<file path="src/rtl/fetch_pkg.sv">
// Shared definitions for the instruction fetch unit: FSM encoding, default
// parameters and the fetch-buffer entry type.
package fetch_pkg;

    localparam logic [0:0] RUN       = 1'b0;
    localparam logic [0:0] MISS_WAIT = 1'b1;

    localparam logic [31:0] DEFAULT_RESET_PC   = 32'h0000_0000;
    localparam int          DEFAULT_FIFO_DEPTH = 4;

    typedef struct packed {
        logic [31:0] pc;
        logic [31:0] instr;
    } fetch_entry_t;

    function automatic logic [31:0] align_pc(input logic [31:0] pc);
        return {pc[31:2], 2'b00};
    endfunction

endpackage

</file>
<file path="src/rtl/fetch_fifo.sv">
// Synchronous fetch buffer holding {pc, instr} entries; flush empties it in
// one cycle and a push into a full buffer is legal when a pop happens alongside.
module fetch_fifo
    import fetch_pkg::*;
#(
    parameter  int DEPTH = DEFAULT_FIFO_DEPTH,
    localparam int AW    = $clog2(DEPTH),
    localparam int CW    = AW + 1
) (
    input  logic          clk,
    input  logic          reset,
    input  logic          push_i,
    input  logic          pop_i,
    input  logic          flush_i,
    input  fetch_entry_t  wdata_i,
    output fetch_entry_t  rdata_o,
    output logic [CW-1:0] count_o,
    output logic          full_o,
    output logic          empty_o
);

    fetch_entry_t  mem_q [DEPTH];
    logic [AW-1:0] wptr_q;
    logic [AW-1:0] rptr_q;
    logic [CW-1:0] count_q;
    logic          do_push;
    logic          do_pop;

    assign full_o  = (count_q == CW'(DEPTH));
    assign empty_o = (count_q == '0);
    assign count_o = count_q;
    assign rdata_o = mem_q[rptr_q];

    assign do_pop  = pop_i && !empty_o;
    assign do_push = push_i && (!full_o || do_pop);

    // Pointers wrap naturally because DEPTH is a power of two.
    always_ff @(posedge clk) begin
        if (reset || flush_i) begin
            wptr_q  <= '0;
            rptr_q  <= '0;
            count_q <= '0;
        end else begin
            if (do_push) wptr_q <= wptr_q + 1'b1;
            if (do_pop)  rptr_q <= rptr_q + 1'b1;
            count_q <= count_q + CW'(do_push) - CW'(do_pop);
        end
    end

    // NOTE: storage is not reset; count_q gates visibility of every entry.
    always_ff @(posedge clk) begin
        if (do_push && !reset && !flush_i) begin
            mem_q[wptr_q] <= wdata_i;
        end
    end

endmodule

</file>
<file path="src/rtl/fetch_unit.sv">
// Instruction fetch unit: PC sequencing, miss tracking FSM and a decode-side
// buffer. Define FETCH_PERF_CNT_EN to add the miss/fetch performance counters.
module fetch_unit
    import fetch_pkg::*;
#(
    parameter logic [31:0] RESET_PC   = DEFAULT_RESET_PC,
    parameter int          FIFO_DEPTH = DEFAULT_FIFO_DEPTH
) (
    input  logic        clk,
    input  logic        reset,
    output logic [31:0] address,
    input  logic [31:0] instruction,
    input  logic        cache_miss,
    input  logic        redirect_valid,
    input  logic [31:0] redirect_pc,
    output logic        out_valid,
    input  logic        out_ready,
    output logic [31:0] out_instr,
    output logic [31:0] out_pc,
    output logic        miss_stall
`ifdef FETCH_PERF_CNT_EN
    ,
    output logic [31:0] miss_cycles,
    output logic [31:0] fetched_count
`endif
);

    localparam int CW = $clog2(FIFO_DEPTH) + 1;

    logic [31:0]   pc_q;
    logic [31:0]   pc_d;
    logic [0:0]    state_q;
    logic [0:0]    state_d;
    logic          accept;
    logic          pop;
    fetch_entry_t  push_entry;
    fetch_entry_t  head_entry;
    logic [CW-1:0] fifo_count;
    logic          fifo_full;
    logic          fifo_empty;

    assign address    = pc_q;
    assign out_valid  = !fifo_empty && !reset;
    assign miss_stall = (state_q == MISS_WAIT) && !reset;
    assign out_instr  = head_entry.instr;
    assign out_pc     = head_entry.pc;

    assign pop    = out_valid && out_ready;
    assign accept = !cache_miss && !redirect_valid && ((fifo_count < CW'(FIFO_DEPTH)) || pop);

    assign push_entry.pc    = pc_q;
    assign push_entry.instr = instruction;

    // Redirect flushes the buffer and suppresses both the push and the pop.
    fetch_fifo #(
        .DEPTH (FIFO_DEPTH)
    ) u_fifo (
        .clk     (clk),
        .reset   (reset),
        .push_i  (accept),
        .pop_i   (pop && !redirect_valid),
        .flush_i (redirect_valid),
        .wdata_i (push_entry),
        .rdata_o (head_entry),
        .count_o (fifo_count),
        .full_o  (fifo_full),
        .empty_o (fifo_empty)
    );

    // NOTE: next-state logic is combinational and uses blocking assignments
    // after a full set of defaults, so no latches can be inferred.
    always_comb begin
        pc_d    = pc_q;
        state_d = state_q;
        if (redirect_valid) begin
            pc_d    = align_pc(redirect_pc);
            state_d = RUN;
        end else begin
            if (accept) pc_d = pc_q + 32'd4;
            if (state_q == RUN) begin
                if (cache_miss) state_d = MISS_WAIT;
            end else begin
                if (!cache_miss) state_d = RUN;
            end
        end
    end

    always_ff @(posedge clk) begin
        if (reset) begin
            pc_q    <= align_pc(RESET_PC);
            state_q <= RUN;
        end else begin
            pc_q    <= pc_d;
            state_q <= state_d;
        end
    end

    always_ff @(posedge clk) begin
        if (!reset) begin
            assert (fifo_full == (fifo_count == CW'(FIFO_DEPTH)));
        end
    end

`ifdef FETCH_PERF_CNT_EN
    logic [31:0] miss_cycles_q;
    logic [31:0] fetched_count_q;

    always_ff @(posedge clk) begin
        if (reset) begin
            miss_cycles_q   <= '0;
            fetched_count_q <= '0;
        end else begin
            if ((state_q == MISS_WAIT) && (miss_cycles_q != '1)) begin
                miss_cycles_q <= miss_cycles_q + 32'd1;
            end
            if (accept && (fetched_count_q != '1)) begin
                fetched_count_q <= fetched_count_q + 32'd1;
            end
        end
    end

    assign miss_cycles   = miss_cycles_q;
    assign fetched_count = fetched_count_q;
`endif

endmodule

</file>
<file path="config.mk">
export PLATFORM = sky130hd
export DESIGN_NAME = fetch_unit
export DESIGN_NICKNAME = d
export VERILOG_FILES = /design/src/rtl/fetch_pkg.sv /design/src/rtl/fetch_fifo.sv /design/src/rtl/fetch_unit.sv
export SDC_FILE = /design/constraint.sdc
export NUM_CORES = 1
export LEC_CHECK = 0
export CELL_PAD_IN_SITES_DETAIL_PLACEMENT = 0
export CELL_PAD_IN_SITES_GLOBAL_PLACEMENT = 2
export CORE_ASPECT_RATIO = 0.75
export CORE_MARGIN = 2
export CORE_UTILIZATION = 36
export CTS_CLUSTER_DIAMETER = 80
export DETAILED_ROUTE_END_ITERATION = 12
export PLACE_DENSITY_LB_ADDON = 0.2
export SYNTH_ARGS = -nofsm -noshare
export SYNTH_HDL_FRONTEND = slang
export SYNTH_SLANG_ARGS = --single-unit
</file>
<file path="constraint.sdc">
create_clock -name clk -period 3.3 [get_ports clk]
set_input_delay 0.66 -clock clk [delete_from_list [all_inputs] [get_ports clk]]
set_output_delay 0.66 -clock clk [all_outputs]
set_load 0.01 [all_outputs]
</file>
==> results by group, run 1 <==
STA
  – Final setup fails: 0
  – Hold Vio Cnt, Final: 0
  – Fmax: 0.333 GHz
  – Period minus WS final: 3.00 ns
  – Tightest Pin Transition: 0.705 ns
  – Rel. slew slack: 53.0%
  – RSZ-0062 raised after global routing: false
  – Fin crit share: 90.9%
  – Pins Over Slew Limit: 0
  – Final WS setup: 0.300 ns
  – Fin Clk Skew: 0.0131 ns
  – WHS: 0.485 ns
  – Setup_tns: 0 ns

Logic synthesis
  – Post-Synthesis Cells: 609
  – Syn Area/Cell: 18.7 µm²
  – Top cell type's share of synthesized area: 65.5%
  – Register area share after synthesis: 72.6%
  – Area leader, netlist: edfxtp_1
  – Distinct cells, synth: 51
  – Asr flop ratio synth: 0%
  – Synth Flop Type: edfxtp_1
  – Yosys Warn Count: 0
  – Mapped cell area: 0.0114 mm²
  – Top post-synthesis cells by area: edfxtp_1 66%, mux4_2 12%, dfxtp_1 7.0%
  – Number of synthesized flops with an enable pin: 248
  – Yosys reg bits: 288

Place
  – Post-DP HPWL: 16.4 mm
  – Port Buf Inserts: 160
  – Placed Cells: 1168
  – Post-place setup slack: 0.363 ns
  – Placed Area: 0.0137 mm²
  – Gpl congestion: 0.716

Cells and area
  – Antenna fix cells: 0
  – Synth-to-Final Area Change: 28.0%
  – Share of layout cells above drive strength 1: 17.9%
  – Fin area: 0.0145 mm²
  – Post-layout net count: 870
  – Layout Utilization: 46.7%
  – Post-Layout Cell Count: 1217
  – Commonest non-fill, non-tap cell in the layout: edfxtp_1
  – Most frequent cells in the layout: 248 x edfxtp_1, 159 x clkdlybuf4s50_1, 62 x mux4_2
  – Fill count: 2638

Global routing
  – Global Route Usage Sum: 15.4%
  – Gr ovfl total: 0
  – First-pass GRT wire length: 38.4 mm
  – Largest net degree at the start of global routing: 58
  – Initial antenna violation count: 1
  – Number of global-route vias before repair: 6484

Setup path
  – Critical Path Sink Type: output pin
  – Crit path DAT: 2.34 ns
  – CP required: 2.64 ns
  – Crit start category: flop
  – Worst Path Max Fanout: 36
  – Setup CP Type: reg -> out

Clock tree
  – Clk_lat worst skew: 0.54 ns
  – CTS root buffer: clkbuf_16
  – CTS buffer count: 29
  – Hold bufs inserted after CTS: 0
  – Post-CTS Repair Setup Buffers: 0
  – Clk pin slew, worst setup/hold paths: 0.06 ns
  – CTS tree: done
  – H-tree Lvls: 1
  – Deepest clock path buffer count: 3
  – Post-CTS resize count: 0
  – Clock Sinks: 288

Floorplanning
  – Core Region: 0.0312 mm²
  – Die area: 0.0330 mm²
  – Top-Level Pins: 167
  – FP Rows: 56
  – Initial Util: 36.4%
  – Die Ht: 158 µm
  – Die Wd: 209 µm

Run
  – Max-cap viol count: 0

Drt
  – Drt first-iter violations: 323
  – Post-DRT Antenna Nets: 0
  – DR vias: 6006
  – Wire per inst: 20.7 µm
  – DRC viols: 0
  – Drt total wl: 25.2 mm
  – DR pass1 iterations: 4
  – Vias per cell: 4.94

Power and ir drop
  – Clock network fraction of total power: 39.7%
  – NetSw: 1.53 mW
  – Post-layout power: 7.45 mW
  – Switching share of power: 20.6%
  – Combinational Power Share: 5.5%
  – Worst vdd ir: 0.292 mV
  – PwrDens: 512 mW/mm²
  – Leak Pwr: 4.67 nW
  – Sequential share of power: 54.9%
  – Internal Dissipation: 5.92 mW

Min path
  – Hold crit path type: in -> reg

Outcome
  – Status: complete, no violations
==> registers in the layout, indices dropped and copies added (netlist names), named ones only <==
register        flops
u_fifo.count_o      3
state_q             1
u_fifo.rptr_q       2
address            30
u_fifo.mem_q      248
u_fifo.wptr_q       2
==> layer usage <==
metal | global-route usage, % | up-vias | share of wire [%]
met1 | 20.8 | 3062 | 45
met3 | 3.09 | 30 | 4.2
met4 | 2.93 | 2 | 1.6
met2 | 26.3 | 133 | 49
li1 | - | 2779 | -
met5 | 0 | - | 0.048
==> synth_stat cells, types with 4 or more instances <==
cell type and n:
dfxtp_1 40, a21oi_1 24, inv_1 25, buf_4 4, nand2_1 12, nor2_1 19, ha_1 7, o22ai_1 4
nor3_2 4, xnor2_1 20, buf_2 7, and2_1 7, mux4_2 62, o21a_1 11, mux2i_1 6, xor2_1 8
nor3_1 4, nor3b_1 6, nand4_1 7, edfxtp_1 248, nand3_1 14, clkbuf_1 19, nand3b_1 4
==> worst max-delay path: stages, from the launching register on <==
cell	delay, ns
dfxtp_4	0.37
buf_12	0.27
mux4_2	0.55
clkdlybuf4s50_1	0.55
==> cell type report <==
type                            count  area (µm²)  area share (%)
Sequential cell                   288        8260            56.7
Multi-Input combinational cell    266        2890            19.8
Timing Repair Buffer              183        1960            13.5
Clock buffer                       41         801            5.50
Tap cell                          406         508            3.49
Inverter                           25        93.8           0.645
Clock inverter                      8        46.3           0.318
==> power by group through the flow <==
stage	clock network [mW]	registers, mW	logic, mW
floorplan	0	4.15	0.159
global placement	0	4.16	0.406
detailed placement	0	4.17	0.411
CTS	3.05	4.09	0.414
global route	3.20	4.10	0.441
finish	2.96	4.09	0.407
==> worst paths after layout <==
path,startpoint,endpoint,slack [ns],depth (start not counted)
max reg2reg,u_fifo.count_o[2],u_fifo.count_o[2],0.86,9
max,flop,out_pc[22],0.30,3
min,redirect_valid,u_fifo.wptr_q[1],0.48,4
min reg2reg,u_fifo.wptr_q[1],u_fifo.wptr_q[1],0.54,2
==> cells by family (layout without fill, tap and decap cells) <==
family / count (synthesis) / in the layout / synth area share, %
AO/OA/AOI/OAI: 59 / 59 / 3.78
XOR/XNOR: 28 / 28 / 2.16
adder cells (fa/ha/maj): 8 / 8 / 0.947
buffers and inverters: 58 / 257 / 2.19
flip-flops: 288 / 288 / 72.6
multiplexers: 69 / 69 / 12.9
other: 1 / 4 / 0.0330
AND/OR/NAND/NOR: 98 / 98 / 5.38
Note: power is estimated with default switching activity, not from simulation.
==> run 2, diff against run 1 <==
--- a/config.mk
+++ b/config.mk
@@ -6,10 +6,10 @@
 export NUM_CORES = 1
 export LEC_CHECK = 0
 export CELL_PAD_IN_SITES_DETAIL_PLACEMENT = 0
-export CELL_PAD_IN_SITES_GLOBAL_PLACEMENT = 2
+export CELL_PAD_IN_SITES_GLOBAL_PLACEMENT = 1
 export CORE_ASPECT_RATIO = 0.75
 export CORE_MARGIN = 2
-export CORE_UTILIZATION = 36
+export CORE_UTILIZATION = 42
 export CTS_CLUSTER_DIAMETER = 80
 export DETAILED_ROUTE_END_ITERATION = 12
 export PLACE_DENSITY_LB_ADDON = 0.2
==> run 2 against run 1 <==
  * Combinational power about the same
  * Final area down 1.2%
  * Sequential power barely moved
  * Sequential share of layout area is 0.71 points higher
  * Maximum frequency decreased by 3.5%
  * Critical path depth stayed put
==> results by group, run 2 (synthesis gave the netlist of run 1 again) <==
Outcome
  – Status: complete, no violations

Cells and area
  – Top reg by flops: u_fifo.mem_q
  – Commonest non-fill, non-tap cell in the layout: edfxtp_1
  – Post-layout net count: 865 (-0.57%)
  – Layout Utilization: 53.6% (+6.9 points)
  – Synth-to-Final Area Change: 26.5%
  – Fin area: 0.0144 mm² (-1.2%)
  – Share of layout cells above drive strength 1: 17.9% (about the same)
  – Post-Layout Cell Count: 1157 (-4.9%)
  – Largest register FFs: 248 (unchanged)
  – Most frequent cells in the layout: 248 x edfxtp_1, 159 x clkdlybuf4s50_1, 62 x mux4_2
  – Antenna fix cells: 0 (unchanged)
  – Fill count: 2158 (-18%)

Floorplanning
  – Core Region: 0.0268 mm² (-14%)
  – Top-Level Pins: 167 (unchanged)
  – Die area: 0.0284 mm² (-14%)
  – FP Rows: 52 (-7.1%)
  – Die Wd: 194 µm (-7.3%)
  – Initial Util: 42.4% (+5.9 points)
  – Die Ht: 146 µm (-7.2%)

STA
  – Final WS setup: 0.192 ns (-0.108 ns)
  – Hold Vio Cnt, Final: 0 (unchanged)
  – Pins Over Slew Limit: 0 (unchanged)
  – Fmax: 0.322 GHz (-3.5%)
  – RSZ-0062 raised after global routing: false
  – WHS: 0.525 ns (+0.0403 ns)
  – Tightest Pin Transition: 0.719 ns (+0.0137 ns)
  – Setup_tns: 0 ns (unchanged)
  – Final setup fails: 0 (unchanged)
  – Period minus WS final: 3.11 ns (+0.108 ns)
  – Fin crit share: 94.2% (+3.3 points)
  – Rel. slew slack: 52.1% (-0.92 points)
  – Fin Clk Skew: 0.0259 ns (+0.0128 ns)

Setup path
  – Max incr delay on CP: 0.54 ns (about the same)
  – Crit start category: flop
  – Reg-to-reg critical path startpoint: u_fifo.count_o[2]
  – Worst Path Max Fanout: 30 (-17%)
  – CP required: 2.64 ns (about the same)
  – Setup CP Type: reg -> out
  – Flop-to-flop setup slack: 0.94 ns (+0.08 ns)
  – WP buf/inv: 2 (unchanged)
  – Slowest library cell on the worst path: clkdlybuf4s50_1
  – Worst reg2reg endpoint: u_fifo.count_o[2]
  – Critical Path Sink Type: output pin
  – CP delay by family, top: buffers and inverters
  – CP cell instances: buf_12 > mux4_2 > clkdlybuf4s50_1
  – Reg2reg path depth: 9 (unchanged)
  – Crit path DAT: 2.45 ns (+0.11 ns)

Clock tree
  – CTS tree: done
  – H-tree Lvls: 1 (unchanged)
  – CTS root buffer: clkbuf_16
  – Post-CTS resize count: 0 (unchanged)
  – Clk pin slew, worst setup/hold paths: 0.06 ns (about the same)
  – Clk_lat worst skew: 0.55 ns (about the same)
  – CTS buffer count: 28 (-3.4%)
  – Clock Sinks: 288 (unchanged)
  – Hold bufs inserted after CTS: 0 (unchanged)
  – Deepest clock path buffer count: 3 (unchanged)
  – Post-CTS Repair Setup Buffers: 0 (unchanged)

Drt
  – DRC viols: 0 (unchanged)
  – DR vias: 6021 (+0.25%)
  – Post-DRT Antenna Nets: 0 (unchanged)
  – DR pass1 iterations: 5 (+1)
  – Drt first-iter violations: 313 (-3.1%)
  – Vias per cell: 5.20 (+5.4%)
  – Wire per inst: 20.7 µm (about the same)
  – Drt total wl: 23.9 mm (-4.9%)

Run
  – Max-cap viol count: 0 (unchanged)

Global routing
  – Largest net degree at the start of global routing: 59 (+1.7%)
  – First-pass GRT wire length: 37.2 mm (-3.1%)
  – Gr ovfl total: 0 (unchanged)
  – Number of global-route vias before repair: 6359 (-1.9%)
  – Initial antenna violation count: 1 (unchanged)
  – Global Route Usage Sum: 17.0% (+1.6 points)

Power and ir drop
  – Worst vdd ir: 0.349 mV (+19%)
  – Post-layout power: 7.44 mW (-0.11%)
  – Leak Pwr: 4.63 nW (-0.75%)
  – PwrDens: 518 mW/mm² (+1.1%)

Min path
  – Hold EP: u_fifo.wptr_q[1]
  – Hold crit path type: reg -> reg
  – Worst hold path startpoint: u_fifo.wptr_q[1]
  – Hold Crit Depth: 2 (-2)

Place
  – Placed Cells: 1109 (-5.1%)
  – Gpl congestion: 0.777 (+8.6%)
  – Post-DP HPWL: 15.2 mm (-7.3%)
  – Post-place setup slack: 0.404 ns (+0.0405 ns)
  – Placed Area: 0.0135 mm² (-1.4%)
  – Port Buf Inserts: 160 (unchanged)
## run 2: cell types whose count changed in the layout (fill, tap and decap cells not counted), moves of 2 or more
| cell | delta |
|---|---|
| clkbuf_1 | -5 |
| buf_4 | +3 |
| clkinv_2 | +2 |
| buf_12 | -7 |
## run 2: layout make-up
cell class / count / area (µm²) / area share, %
clock buffer: 37 / 796 / 5.54
clock inverter: 11 / 58.8 / 0.409
inverter: 25 / 93.8 / 0.653
multi-input combinational: 266 / 2890 / 20.1
sequential: 288 / 8260 / 57.5
tap: 351 / 439 / 3.06
timing repair buffer: 179 / 1840 / 12.8
## run 2: report_power, final
part	internal, mW	switching (mW)	total (mW)
sequential	4.01	0.0710	4.08
combinational	0.228	0.177	0.405
clock	1.68	1.27	2.95
total	5.92	1.52	7.44
## run 2: worst max-delay path by stage
stage / to / slack [ns] / cells after the start
global route: out_pc[30] / 0.07 / 3
floorplan: u_fifo.mem_q[0][0] / 0.51 / 5
detailed placement: u_fifo.count_o[2] / 0.40 / 10
finish: out_pc[28] / 0.19 / 3
global placement: u_fifo.count_o[2] / 0.40 / 10
CTS: out_pc[30] / 0.12 / 3
## run 2: worst register-to-register path, stage by stage (launching register included)
cell and delay [ns]:
dfxtp_1 0.66, nor3_1 0.15, nor3b_2 0.30, ha_1 0.16, inv_1 0.04, ha_1 0.20, fa_1 0.37, xnor2_1 0.18
xnor2_1 0.14, nor2_1 0.05
## run 2: per-layer routing
layer / vias to the layer above / share of wire, % / track usage (%) / wire length (µm)
met5: - / 0 / 0 / 0
met2: 166 / 48 / 27.7 / 11400
li1: 2762 / - / - / -
met1: 3061 / 45 / 24.3 / 10800
met3: 32 / 5.3 / 2.84 / 1280
met4: 0 / 1.7 / 3.60 / 414
==> run 3, diff against run 2 <==
--- a/config.mk
+++ b/config.mk
@@ -7,7 +7,7 @@
 export LEC_CHECK = 0
 export CELL_PAD_IN_SITES_DETAIL_PLACEMENT = 0
 export CELL_PAD_IN_SITES_GLOBAL_PLACEMENT = 1
-export CORE_ASPECT_RATIO = 0.75
+export CORE_ASPECT_RATIO = 2
 export CORE_MARGIN = 2
 export CORE_UTILIZATION = 42
 export CTS_CLUSTER_DIAMETER = 80
==> run 3 against run 2 <==
  * Final area rose by 0.17%
  * Clock skew fell by 0.015 ns
  * Clock-buffer cell count fell by 7
  * Sequential cell count did not move
==> results by group, run 3 (synthesis gave the netlist of run 1 again) <==
Floorplanning
  – Die Ht: 237 µm (+62%)
  – Core Region: 0.0268 mm² (about the same)
  – Die Wd: 120 µm (-38%)
  – FP Rows: 85 (+63%)
  – Die area: 0.0285 mm² (+0.23%)
  – Top-Level Pins: 167 (unchanged)
  – Initial Util: 42.4% (about the same)

Setup path
  – Critical Path Sink Type: output pin
  – CP required: 2.64 ns (about the same)
  – Setup CP Type: reg -> out
  – Worst Path Max Fanout: 13 (-57%)
  – Crit start category: flop
  – Crit path DAT: 2.34 ns (-0.11 ns)

Clock tree
  – CTS root buffer: clkbuf_16
  – Post-CTS Repair Setup Buffers: 0 (unchanged)
  – Clk_lat worst skew: 0.52 ns (-0.03 ns)
  – H-tree Lvls: 1 (unchanged)
  – Clock Sinks: 288 (unchanged)
  – Clk pin slew, worst setup/hold paths: 0.07 ns (about the same)
  – Post-CTS resize count: 0 (unchanged)
  – CTS tree: done
  – Hold bufs inserted after CTS: 0 (unchanged)
  – Deepest clock path buffer count: 3 (unchanged)
  – CTS buffer count: 24 (-14%)

Global routing
  – Initial antenna violation count: 0 (-1)
  – Gr ovfl total: 0 (unchanged)
  – First-pass GRT wire length: 36.4 mm (-2.1%)
  – Largest net degree at the start of global routing: 63 (+6.8%)
  – Global Route Usage Sum: 16.7% (-0.24 points)
  – Number of global-route vias before repair: 6511 (+2.4%)

STA
  – Fmax: 0.334 GHz (+3.7%)
  – Tightest Pin Transition: 0.782 ns (+0.0635 ns)
  – Fin crit share: 90.8% (-3.4 points)
  – Pins Over Slew Limit: 0 (unchanged)
  – Final setup fails: 0 (unchanged)
  – Setup_tns: 0 ns (unchanged)
  – Rel. slew slack: 47.9% (-4.2 points)
  – Fin Clk Skew: 0.0110 ns (-0.0149 ns)
  – RSZ-0062 raised after global routing: false
  – Hold Vio Cnt, Final: 0 (unchanged)
  – Period minus WS final: 3.00 ns (-0.111 ns)

Power and ir drop
  – Sequential share of power: 53.3% (-1.6 points)
  – Clock network fraction of total power: 41.4% (+1.7 points)
  – Leak Pwr: 4.64 nW (+0.12%)
  – PwrDens: 532 mW/mm² (+2.7%)
  – NetSw: 1.48 mW (-2.9%)
  – Worst vdd ir: 0.307 mV (-12%)
  – Switching share of power: 19.3% (-1.1 points)
  – Combinational Power Share: 5.2% (-0.2 points)
  – Internal Dissipation: 6.18 mW (+4.3%)

Place
  – Placed Area: 0.0135 mm² (-0.12%)
  – Port Buf Inserts: 160 (unchanged)
  – Post-DP HPWL: 15.5 mm (+1.8%)
  – Placed Cells: 1106 (-0.27%)
  – Gpl congestion: 0.856 (+10%)

Cells and area
  – Commonest non-fill, non-tap cell in the layout: edfxtp_1
  – Synth-to-Final Area Change: 26.7%
  – Post-Layout Cell Count: 1150 (-0.61%)
  – Fin area: 0.0144 mm² (+0.17%)
  – Share of layout cells above drive strength 1: 17.5% (-0.41 points)
  – Antenna fix cells: 0 (unchanged)
  – Layout Utilization: 53.7% (+0.099 points)
  – Largest register FFs: 248 (unchanged)
  – Post-layout net count: 861 (-0.46%)
  – Most frequent cells in the layout: 248 x edfxtp_1, 159 x clkdlybuf4s50_1, 62 x mux4_2
  – Top reg by flops: u_fifo.mem_q

Outcome
  – Status: complete, no violations

Drt
  – Post-DRT Antenna Nets: 0 (unchanged)
  – Drt total wl: 23.8 mm (-0.73%)
  – DR vias: 6019 (-0.033%)
  – Vias per cell: 5.23 (+0.58%)
  – DRC viols: 0 (unchanged)
  – Drt first-iter violations: 362 (+16%)
  – Wire per inst: 20.7 µm (-0.13%)
  – DR pass1 iterations: 4 (-1)

Run
  – Max-cap viol count: 0 (unchanged)

Min path
  – Hold crit path type: reg -> reg
run 3: per-layer routing:
metal | global-route usage [%] | share of wire, % | vias to the layer above
li1 | - | - | 2753
met1 | 18.9 | 36 | 3060
met2 | 32.0 | 57 | 178
met3 | 2.36 | 4.8 | 28
met4 | 5.18 | 2.2 | 0
met5 | 0 | 0 | -
run 3: power by group through the flow:
| stage | registers [mW] | logic, mW | clock network, mW |
|---|---|---|---|
| floorplan | 4.15 | 0.159 | 0 |
| global placement | 4.16 | 0.396 | 0 |
| detailed placement | 4.16 | 0.403 | 0 |
| CTS | 4.08 | 0.406 | 3.26 |
| global route | 4.09 | 0.428 | 3.38 |
| finish | 4.08 | 0.399 | 3.17 |
run 3: layout make-up:
cell class                 instances  area [µm²]
clock buffer                      30         644
clock inverter                    14         250
fill                            2236       12400
inverter                          25        93.8
multi-input combinational        266        2890
sequential                       288        8260
tap                              348         435
timing repair buffer             179        1830
run 3: path summary, 6_finish.rpt:
path | startpoint | endpoint | slack [ns] | depth (start not counted)
min reg2reg | u_fifo.rptr_q[1] | u_fifo.rptr_q[1] | 0.54 | 2
max | flop | out_instr[28] | 0.30 | 3
max reg2reg | u_fifo.count_o[2] | u_fifo.count_o[2] | 0.84 | 9
min | u_fifo.rptr_q[1] | u_fifo.rptr_q[1] | 0.54 | 2
run 3: critical path: stages, from the launching register on:
cell and delay [ns]:
dfxtp_4 0.44, buf_4 0.32, mux4_2 0.57, clkdlybuf4s50_1 0.50
run 3: through the flow:
stage | power (mW) | hold WS, ns | worst slack, ns
2_1_floorplan | 4.31 | 0.485 | 0.512
3_3_place_gp | 4.55 | 0.506 | 0.294
3_5_place_dp | 4.57 | 0.524 | 0.241
4_1_cts | 7.74 | 0.541 | 0.222
5_1_grt | 7.89 | 0.585 | 0.205
6_report | 7.65 | 0.538 | 0.303
